===== src/rtl/alu_lane_arbiter.sv =====
// ---------------------------------------------------------------------------
// alu_lane_arbiter
//
// Purpose:
//   Two-requester round-robin arbiter and sequencer in front of the shared
//   6-lane ALU. A request is accepted in IDLE and its operands and opcode are
//   registered onto the ALU inputs. The combinational ALU then evaluates for
//   one cycle (EXEC). Its result and zero flag are captured and returned to
//   the requester that issued it (RESP).
//
// Optional feature (macro ALU_ARB_ILLEGAL_CHK_EN):
//   When defined, a vector request with sel=11 is not issued to the ALU. It
//   is answered with c=0, zero=0, err=1 after the same one-cycle latency.
//   When undefined, every request is issued unchanged and rspN_err is tied
//   to 0.
//
// Ports:
//   clk, rst                  rising-edge clock, async active-high reset
//   reqN_valid/ready          request handshake (N = 0, 1)
//   reqN_op/sel/a/b           request opcode, select and operands
//   rspN_valid/ready          response handshake
//   rspN_c/zero/err           response result, zero flag, illegal-op flag
//   alu_a/b/op/sel            registered operands/opcode driven to the ALU
//   alu_c, alu_zero           combinational ALU result and zero flag
// ---------------------------------------------------------------------------
module alu_lane_arbiter #(
    parameter int  LANES = 6,
    parameter int  LW    = 32,
    localparam int DW    = LANES * LW
) (
    input  logic          clk,
    input  logic          rst,

    input  logic          req0_valid,
    output logic          req0_ready,
    input  logic          req0_op,
    input  logic [1:0]    req0_sel,
    input  logic [DW-1:0] req0_a,
    input  logic [DW-1:0] req0_b,

    input  logic          req1_valid,
    output logic          req1_ready,
    input  logic          req1_op,
    input  logic [1:0]    req1_sel,
    input  logic [DW-1:0] req1_a,
    input  logic [DW-1:0] req1_b,

    output logic          rsp0_valid,
    input  logic          rsp0_ready,
    output logic [DW-1:0] rsp0_c,
    output logic          rsp0_zero,
    output logic          rsp0_err,

    output logic          rsp1_valid,
    input  logic          rsp1_ready,
    output logic [DW-1:0] rsp1_c,
    output logic          rsp1_zero,
    output logic          rsp1_err,

    output logic [DW-1:0] alu_a,
    output logic [DW-1:0] alu_b,
    output logic          alu_op,
    output logic [1:0]    alu_sel,
    input  logic [DW-1:0] alu_c,
    input  logic          alu_zero
);

    typedef enum logic [1:0] {
        ST_IDLE = 2'd0,
        ST_EXEC = 2'd1,
        ST_RESP = 2'd2
    } state_t;

    state_t          stateQ, stateD;
    logic            ownerQ, ownerD;
    logic            lastQ, lastD;
    logic [DW-1:0]   aluAQ, aluAD;
    logic [DW-1:0]   aluBQ, aluBD;
    logic            aluOpQ, aluOpD;
    logic [1:0]      aluSelQ, aluSelD;
    logic [DW-1:0]   rspCQ, rspCD;
    logic            rspZeroQ, rspZeroD;
`ifdef ALU_ARB_ILLEGAL_CHK_EN
    logic            illegalQ, illegalD;
    logic            rspErrQ, rspErrD;
    logic            illegalReq;
`endif

    logic            anyValid;
    logic            grantIdx;
    logic            accept;
    logic            selOp;
    logic [1:0]      selSel;
    logic [DW-1:0]   selA;
    logic [DW-1:0]   selB;
    logic            ownerReady;

    // Grant selection. On a tie the requester not served last wins; with a
    // single valid requester it wins regardless of the pointer. The pointer
    // itself only moves on an accept (see next-state logic).
    always_comb begin
        anyValid   = req0_valid | req1_valid;
        grantIdx   = (req0_valid & req1_valid) ? ~lastQ : req1_valid;
        accept     = (stateQ == ST_IDLE) & anyValid;
        selOp      = grantIdx ? req1_op  : req0_op;
        selSel     = grantIdx ? req1_sel : req0_sel;
        selA       = grantIdx ? req1_a   : req0_a;
        selB       = grantIdx ? req1_b   : req0_b;
        ownerReady = ownerQ ? rsp1_ready : rsp0_ready;
`ifdef ALU_ARB_ILLEGAL_CHK_EN
        illegalReq = selOp & (selSel == 2'b11);
`endif
    end

    assign req0_ready = accept & ~grantIdx;
    assign req1_ready = accept &  grantIdx;

    // Next-state logic for the IDLE -> EXEC -> RESP sequence. The ALU
    // registers only change on an issued accept, so they hold their last
    // issued values in every other state.
    always_comb begin
        stateD   = stateQ;
        ownerD   = ownerQ;
        lastD    = lastQ;
        aluAD    = aluAQ;
        aluBD    = aluBQ;
        aluOpD   = aluOpQ;
        aluSelD  = aluSelQ;
        rspCD    = rspCQ;
        rspZeroD = rspZeroQ;
`ifdef ALU_ARB_ILLEGAL_CHK_EN
        illegalD = illegalQ;
        rspErrD  = rspErrQ;
`endif
        case (stateQ)
            ST_IDLE: begin
                if (accept) begin
                    ownerD = grantIdx;
                    lastD  = grantIdx;
                    stateD = ST_EXEC;
`ifdef ALU_ARB_ILLEGAL_CHK_EN
                    illegalD = illegalReq;
                    if (!illegalReq) begin
                        aluAD   = selA;
                        aluBD   = selB;
                        aluOpD  = selOp;
                        aluSelD = selSel;
                    end
`else
                    aluAD   = selA;
                    aluBD   = selB;
                    aluOpD  = selOp;
                    aluSelD = selSel;
`endif
                end
            end
            ST_EXEC: begin
                stateD = ST_RESP;
`ifdef ALU_ARB_ILLEGAL_CHK_EN
                // An illegal request never reached the ALU, so its
                // response is synthesised here instead of captured.
                if (illegalQ) begin
                    rspCD    = '0;
                    rspZeroD = 1'b0;
                    rspErrD  = 1'b1;
                end else begin
                    rspCD    = alu_c;
                    rspZeroD = alu_zero;
                    rspErrD  = 1'b0;
                end
`else
                rspCD    = alu_c;
                rspZeroD = alu_zero;
`endif
            end
            ST_RESP: begin
                if (ownerReady) begin
                    stateD = ST_IDLE;
                end
            end
            default: begin
                stateD = ST_IDLE;
            end
        endcase
    end

    // State and datapath registers. Reset drops any in-flight operation and
    // points the round-robin pointer at requester 1 so requester 0 wins the
    // first tie.
    always_ff @(posedge clk or posedge rst) begin
        if (rst) begin
            stateQ   <= ST_IDLE;
            ownerQ   <= 1'b0;
            lastQ    <= 1'b1;
            aluAQ    <= '0;
            aluBQ    <= '0;
            aluOpQ   <= 1'b0;
            aluSelQ  <= 2'b00;
            rspCQ    <= '0;
            rspZeroQ <= 1'b0;
`ifdef ALU_ARB_ILLEGAL_CHK_EN
            illegalQ <= 1'b0;
            rspErrQ  <= 1'b0;
`endif
        end else begin
            stateQ   <= stateD;
            ownerQ   <= ownerD;
            lastQ    <= lastD;
            aluAQ    <= aluAD;
            aluBQ    <= aluBD;
            aluOpQ   <= aluOpD;
            aluSelQ  <= aluSelD;
            rspCQ    <= rspCD;
            rspZeroQ <= rspZeroD;
`ifdef ALU_ARB_ILLEGAL_CHK_EN
            illegalQ <= illegalD;
            rspErrQ  <= rspErrD;
`endif
        end
    end

    assign alu_a   = aluAQ;
    assign alu_b   = aluBQ;
    assign alu_op  = aluOpQ;
    assign alu_sel = aluSelQ;

    // One response register is shared; only the owner sees valid.
    assign rsp0_valid = (stateQ == ST_RESP) & ~ownerQ;
    assign rsp1_valid = (stateQ == ST_RESP) &  ownerQ;
    assign rsp0_c     = rspCQ;
    assign rsp1_c     = rspCQ;
    assign rsp0_zero  = rspZeroQ;
    assign rsp1_zero  = rspZeroQ;
`ifdef ALU_ARB_ILLEGAL_CHK_EN
    assign rsp0_err   = rspErrQ;
    assign rsp1_err   = rspErrQ;
`else
    assign rsp0_err   = 1'b0;
    assign rsp1_err   = 1'b0;
`endif

endmodule

===== config.mk =====
export PLATFORM = sky130hd
export DESIGN_NAME = alu_lane_arbiter
export DESIGN_NICKNAME = d
export VERILOG_FILES = /design/src/rtl/alu_lane_arbiter.sv
export SDC_FILE = /design/constraint.sdc
export NUM_CORES = 1
export LEC_CHECK = 0
export ABC_AREA = 1
export BUFFER_PORTS_ARGS = -buffer_cell sky130_fd_sc_hd__buf_2
export CORE_AREA = 4 4 690 692
export CTS_CLUSTER_SIZE = 14
export DETAILED_ROUTE_END_ITERATION = 6
export DIE_AREA = 0 0 694 696
export PLACE_DENSITY = 0.3
export SYNTH_ARGS = -nofsm -noshare
export SYNTH_HDL_FRONTEND = slang
export SYNTH_SLANG_ARGS = --single-unit

===== constraint.sdc =====
create_clock -name clk -period 27.8 [get_ports clk]
set_input_delay 6.95 -clock clk [delete_from_list [all_inputs] [get_ports clk]]
set_output_delay 6.95 -clock clk [all_outputs]
set_load 0.03 [all_outputs]

==> results.yml, run 1 <==
worst_setup_path:
  worstSetupPathDepth: 6
  r2r-end: "alu_b[84]"
  crit_buf_inv: 3
  worstPathCellList: "buf_2 -> nand2_4 -> nand2_8 -> nor2_2 -> buf_4 -> buf_2"
  crit_end: "req1_ready"
  worst_setup_path_start_kind: "primary input"
  critPathMostFrequentCell: "buf_2"
  crit_required_ps: 20850
  cpMaxStageDelayCell: "nand2_8"
  crit_path_start: "req0_valid"
  cpLargestDelayFamily: "simple AND/OR/NAND/NOR gates"
  ff2ff_setup_slack_ps: 23090
  rr_worst_depth: 9
  max_stage_delay_ps: 540
  cp.arrival_ps: 9280
  path_class: "primary input to output port"
  critPathCaptureType: "output port"
  rr_startpoint: "stateQ[0]"
  worst-path-max-fanout: 93
routing:
  via_per_inst: 2.898
  drt-total-wl_um: 315800
  num_vias: 34040
  antenna_left: 0
  wl_met2_um: 150000
  drt-met1-wl_um: 127100
  wl_per_cell_um: 26.88
  wl_met3_um: 25420
  remaining_drc_errors: 0
  top_layer_used: "met5"
  detail_route.iter0.violations: 2429
  dr.pass1.iters: 6
global_route:
  grt_pass1_wl_um: 389300
  gr-total-overflow: 0
  antenna_found_initial: 330
  grt_pass1_vias: 32920
  grt_max_degree: 130
  grt_usage: 0.1247
job:
  max-cap-violations: 0
sta:
  drv_slew: 0
  relSlewSlack: 0.1626
  rsz0062_at_grt: "no"
  setup_viol: 0
  worstMarginPinSlew_ps: 1256
  hold_viol: 0
  postLayoutSetupSlackWorst_ps: 11570
  fmax_mhz: 61.60
  period_share: 0.5840
  finalCriticalPeriod_ps: 16230
  whs_ps: 467.8
  tns_ps: 0
  fin_skew_ps: 68.57
cts:
  cts_root_buf: "clkbuf_16"
  clk_path_buf_depth: 4
  cts_resized: 0
  htree_levels: 3
  cts.sinks: 584
  cts_setup_buffers: 0
  clk_pin_slew_ps: 50
  cts_tree: "built"
  cts_buffers: 90
  postCtsHoldBufs: 0
  insertion_delay_ps: 800
final_layout:
  layout_common_cells: "nand2_1, buf_2, dfrtp_1, nand3_1, clkbuf_16"
  register_area_sq_um: 14620
  stdcell_area_sq_um: 46510
  layout.nets: 6368
  fin_util: 0.09894
  multi_input_area_sq_um: 11750
  area_delta_synth_final_pct: 58.72
  final.fill_count: 55550
  final_common_cell: "nand2_1"
  final_layout_size_suffix_gt1_frac: 0.3545
placement:
  dp_hpwl_um: 267000
  gp_congestion: 1.042
  dp_slack_ps: 11490
  io_buffers: 1749
  placed_area_sq_um: 43390
synth:
  syn_area_sq_um: 29310
  syn_inst: 3983
  ys_warn_count: 0
  synth_top_area_frac: 0.4978
  synthTopCellsByArea: "dfrtp_1, nand2_1, nand3_1, buf_4, buf_2"
  synth_seq_cells: 584
  synth_largest_area_cell: "dfrtp_1"
  seq_area_frac_synth: 0.4987
  syn_area_per_cell_sq_um: 7.358
  ys_types: 18
pwr:
  powerDensity_nw_per_um2: 133.5
  ir_drop_mv: 0.05977
  p_leak_nw: 24.54
min_path:
  hold_depth: 2
  hp-class: "register to register"
floorplan:
  die_x_um: 694
  coreArea_sq_um: 470100
  initial_core_util: 0.06234
  die_area_sq_um: 483000
  num_rows: 252
  io_pins: 1752
  die_h_um: 696
status:
  status: "finished, final reports clean"
worst min path at each step:
stage / to / slack, ps / startpoint
floorplan: lastQ / 450 / lastQ
global placement: alu_a[115] / 460 / alu_a[115]
detailed placement: alu_a[171] / 460 / alu_a[171]
CTS: alu_a[16] / 480 / alu_a[16]
global route: alu_b[147] / 480 / alu_b[147]
finish: alu_a[151] / 470 / alu_a[151]
cell usage after synthesis:
master and n:
nand2_1 2330, dfrtp_1 583, nand3_1 581, buf_4 204, buf_2 160, clkbuf_1 55, buf_6 30, buf_1 24
inv_1 4, nor2_1 4, a21oi_1 1, conb_1 1, dfstp_2 1, inv_2 1, inv_4 1, nand2_2 1
nor2_2 1, o21ai_2 1
cell families after synthesis:
group	after synthesis	synth area share
flip-flops	584	0.4987
buffers and inverters	479	0.1021
other	1	0.0001280
AO/OA/AOI/OAI	2	0.0004695
AND/OR/NAND/NOR	2917	0.3986
power by group:
| part | internal, W | switching (W) | leakage [nW] | total [W] |
|---|---|---|---|---|
| Clock | 0.000718 | 0.000484 | 1.43 | 0.00120 |
| Sequential | 0.00126 | 0.000389 | 7.24 | 0.00165 |
| Combinational | 0.000727 | 0.00263 | 15.9 | 0.00335 |
cell type report:
class / count / share of cell area
antenna: 69 / 0.003712
clock buffer: 130 / 0.05576
sequential: 584 / 0.3143
clock inverter: 22 / 0.007693
multi-input combinational: 2921 / 0.2525
inverter: 6 / 0.001157
timing repair buffer: 1792 / 0.1975
tap: 6223 / 0.1674
flip-flops by register name (all words and copies together) (netlist names):
signal	flops
rsp0_c	192
alu_b	192
lastQ	1
alu_a	192
stateQ	2
alu_op	1
ownerQ	1
rsp0_zero	1
alu_sel	2
stage by stage:
stage                     total power [W]  cells
after CTS                        0.006385  11680
final                            0.006208  11750
after global placement           0.005135  11530
after floorplan                  0.003672   3984
after detailed placement         0.005121  11530
after global routing             0.006583  11710
worst min-delay path, delay by kind of cell, from the launching register on:
kind | cells | cell delay, ps
simple gates | 2 | 100
flops | 1 | 330
metal layers:
| layer | GRT usage | vias to the layer above |
|---|---|---|
| li1 | - | 15140 |
| met1 | 0.1489 | 16280 |
| met2 | 0.2117 | 1757 |
| met3 | 0.03973 | 726 |
| met4 | 0.03839 | 136 |
| met5 | 0 | - |
(Power assumes the default switching activity.)
==> inputs of run 2 (changes only) <==
==> constraint.sdc (replaced) <==
create_clock -name clk -period 16.21 [get_ports clk]
set_input_delay 4.0525 -clock clk [delete_from_list [all_inputs] [get_ports clk]]
set_output_delay 4.0525 -clock clk [all_outputs]
set_load 0.03 [all_outputs]
==> run 2 against run 1 <==
  * Clock power grew 68%
  * Setup slack got worse by 5400 ps
  * Cell area barely moved
  * Register-to-register slack lost 11000 ps
  * Critical path type unchanged
  * Critical path depth is the same
==> results.yml, run 2 (synthesis results as in run 1) <==
routing:
  detail_route.iter0.violations: 2341
  remaining_drc_errors: 0
  wl_per_cell_um: 26.66
  via_per_inst: 2.884
  drt-total-wl_um: 314100
  dr.pass1.iters: 5
  antenna_left: 0
  num_vias: 33970
final_layout:
  final_common_cell: "nand2_1"
  final.fill_count: 55580
  area_delta_synth_final_pct: 58.69
  layout_common_cells: "nand2_1, buf_2, dfrtp_1, nand3_1, clkbuf_16"
  layout.nets: 6365
  fin_util: 0.09892
  final_layout_size_suffix_gt1_frac: 0.3538
worst_setup_path:
  critPathCaptureType: "output port"
  crit_required_ps: 12160
  worst-path-max-fanout: 98
  worst_setup_path_start_kind: "primary input"
  cp.arrival_ps: 5960
  path_class: "primary input to output port"
cts:
  cts_root_buf: "clkbuf_16"
  cts_tree: "built"
  cts.sinks: 584
  clk_path_buf_depth: 4
  cts_resized: 0
  clk_pin_slew_ps: 60
  cts_setup_buffers: 0
  cts_buffers: 89
  htree_levels: 3
  postCtsHoldBufs: 0
  insertion_delay_ps: 820
min_path:
  hp-class: "register to register"
sta:
  setup_viol: 0
  drv_slew: 0
  fin_skew_ps: 92.81
  tns_ps: 0
  worstMarginPinSlew_ps: 1064
  finalCriticalPeriod_ps: 10020
  fmax_mhz: 99.85
  hold_viol: 0
  period_share: 0.6178
  relSlewSlack: 0.2905
  whs_ps: 469.5
  rsz0062_at_grt: "no"
pwr:
  ir_drop_mv: 0.09497
  powerDensity_nw_per_um2: 228.2
  p_leak_nw: 24.52
floorplan:
  die_h_um: 696
  coreArea_sq_um: 470100
  die_x_um: 694
  io_pins: 1752
  initial_core_util: 0.06234
  num_rows: 252
  die_area_sq_um: 483000
global_route:
  grt_pass1_vias: 33210
  grt_max_degree: 144
  antenna_found_initial: 320
  gr-total-overflow: 0
  grt_pass1_wl_um: 387500
  grt_usage: 0.1240
job:
  max-cap-violations: 0
placement:
  gp_congestion: 0.9757
  io_buffers: 1749
  dp_hpwl_um: 266100
status:
  status: "finished, final reports clean"
## run 2: cell types whose count changed in the layout (fill, tap and decap cells not counted), moves of 2 or more
cell,before,now
diode_2,69,95
clkinv_2,4,9
clkinvlp_4,4,2
clkbuf_1,22,28
clkbuf_8,17,21
bufinv_16,8,5
## run 2: worst max-delay path: stages
cell and delay (ps):
buf_2 180, nand2_4 440, buf_12 400, nand2_8 340, nor2_1 260, buf_2 230
## run 2: final timing paths
| path | startpoint | to | slack [ps] | depth (start not counted) |
|---|---|---|---|---|
| worst max-delay path | req0_valid | req1_ready | 6190 | 6 |
| worst min-delay path | alu_b[189] | alu_b[189] | 470 | 2 |
| worst min register to register | alu_b[189] | alu_b[189] | 470 | 2 |
| min in group asynchronous | rst | rsp0_c[25] | 3290 | 2 |
| max in group asynchronous | rst | alu_b[158] | 10260 | 5 |
| worst max register to register | stateQ[0] | alu_b[103] | 11800 | 8 |
## run 2: per-stage QoR
stage | cell area, sq um | cells | total power [W] | setup slack (ps)
final | 46510 | 11780 | 0.01061 | 6195
after global routing | 46410 | 11740 | 0.01127 | 5973
after CTS | 46270 | 11680 | 0.01091 | 6085
after detailed placement | 43360 | 11520 | 0.008785 | 6090
after global placement | 43360 | 11520 | 0.008818 | 6138
after floorplan | 29310 | 3984 | 0.006297 | 4199
## run 2: per-layer routing
| metal | part of all wire | routed length [um] | vias to the layer above | global-route usage |
|---|---|---|---|---|
| li1 | - | - | 15150 | - |
| met5 | 0.0038 | 1189 | - | 0 |
| met4 | 0.036 | 11320 | 176 | 0.03723 |
| met2 | 0.48 | 151200 | 1733 | 0.2122 |
| met3 | 0.10 | 31910 | 725 | 0.05526 |
| met1 | 0.38 | 118400 | 16180 | 0.1374 |
## run 2: final cells by class
type | count | area, sq um | share of cell area
Tap cell | 6223 | 7786 | 0.1674
Multi-Input combinational cell | 2921 | 11740 | 0.2525
Clock inverter | 20 | 265.3 | 0.005704
Timing Repair Buffer | 1790 | 9159 | 0.1969
Sequential cell | 584 | 14620 | 0.3143
Antenna cell | 95 | 237.7 | 0.005112
Clock buffer | 139 | 2646 | 0.05690
Inverter | 6 | 50.05 | 0.001076
## run 2: report_power, final
part / switching [W] / internal [W]
registers: 0.000616 / 0.00217
clock network: 0.000827 / 0.00120
logic: 0.00457 / 0.00124
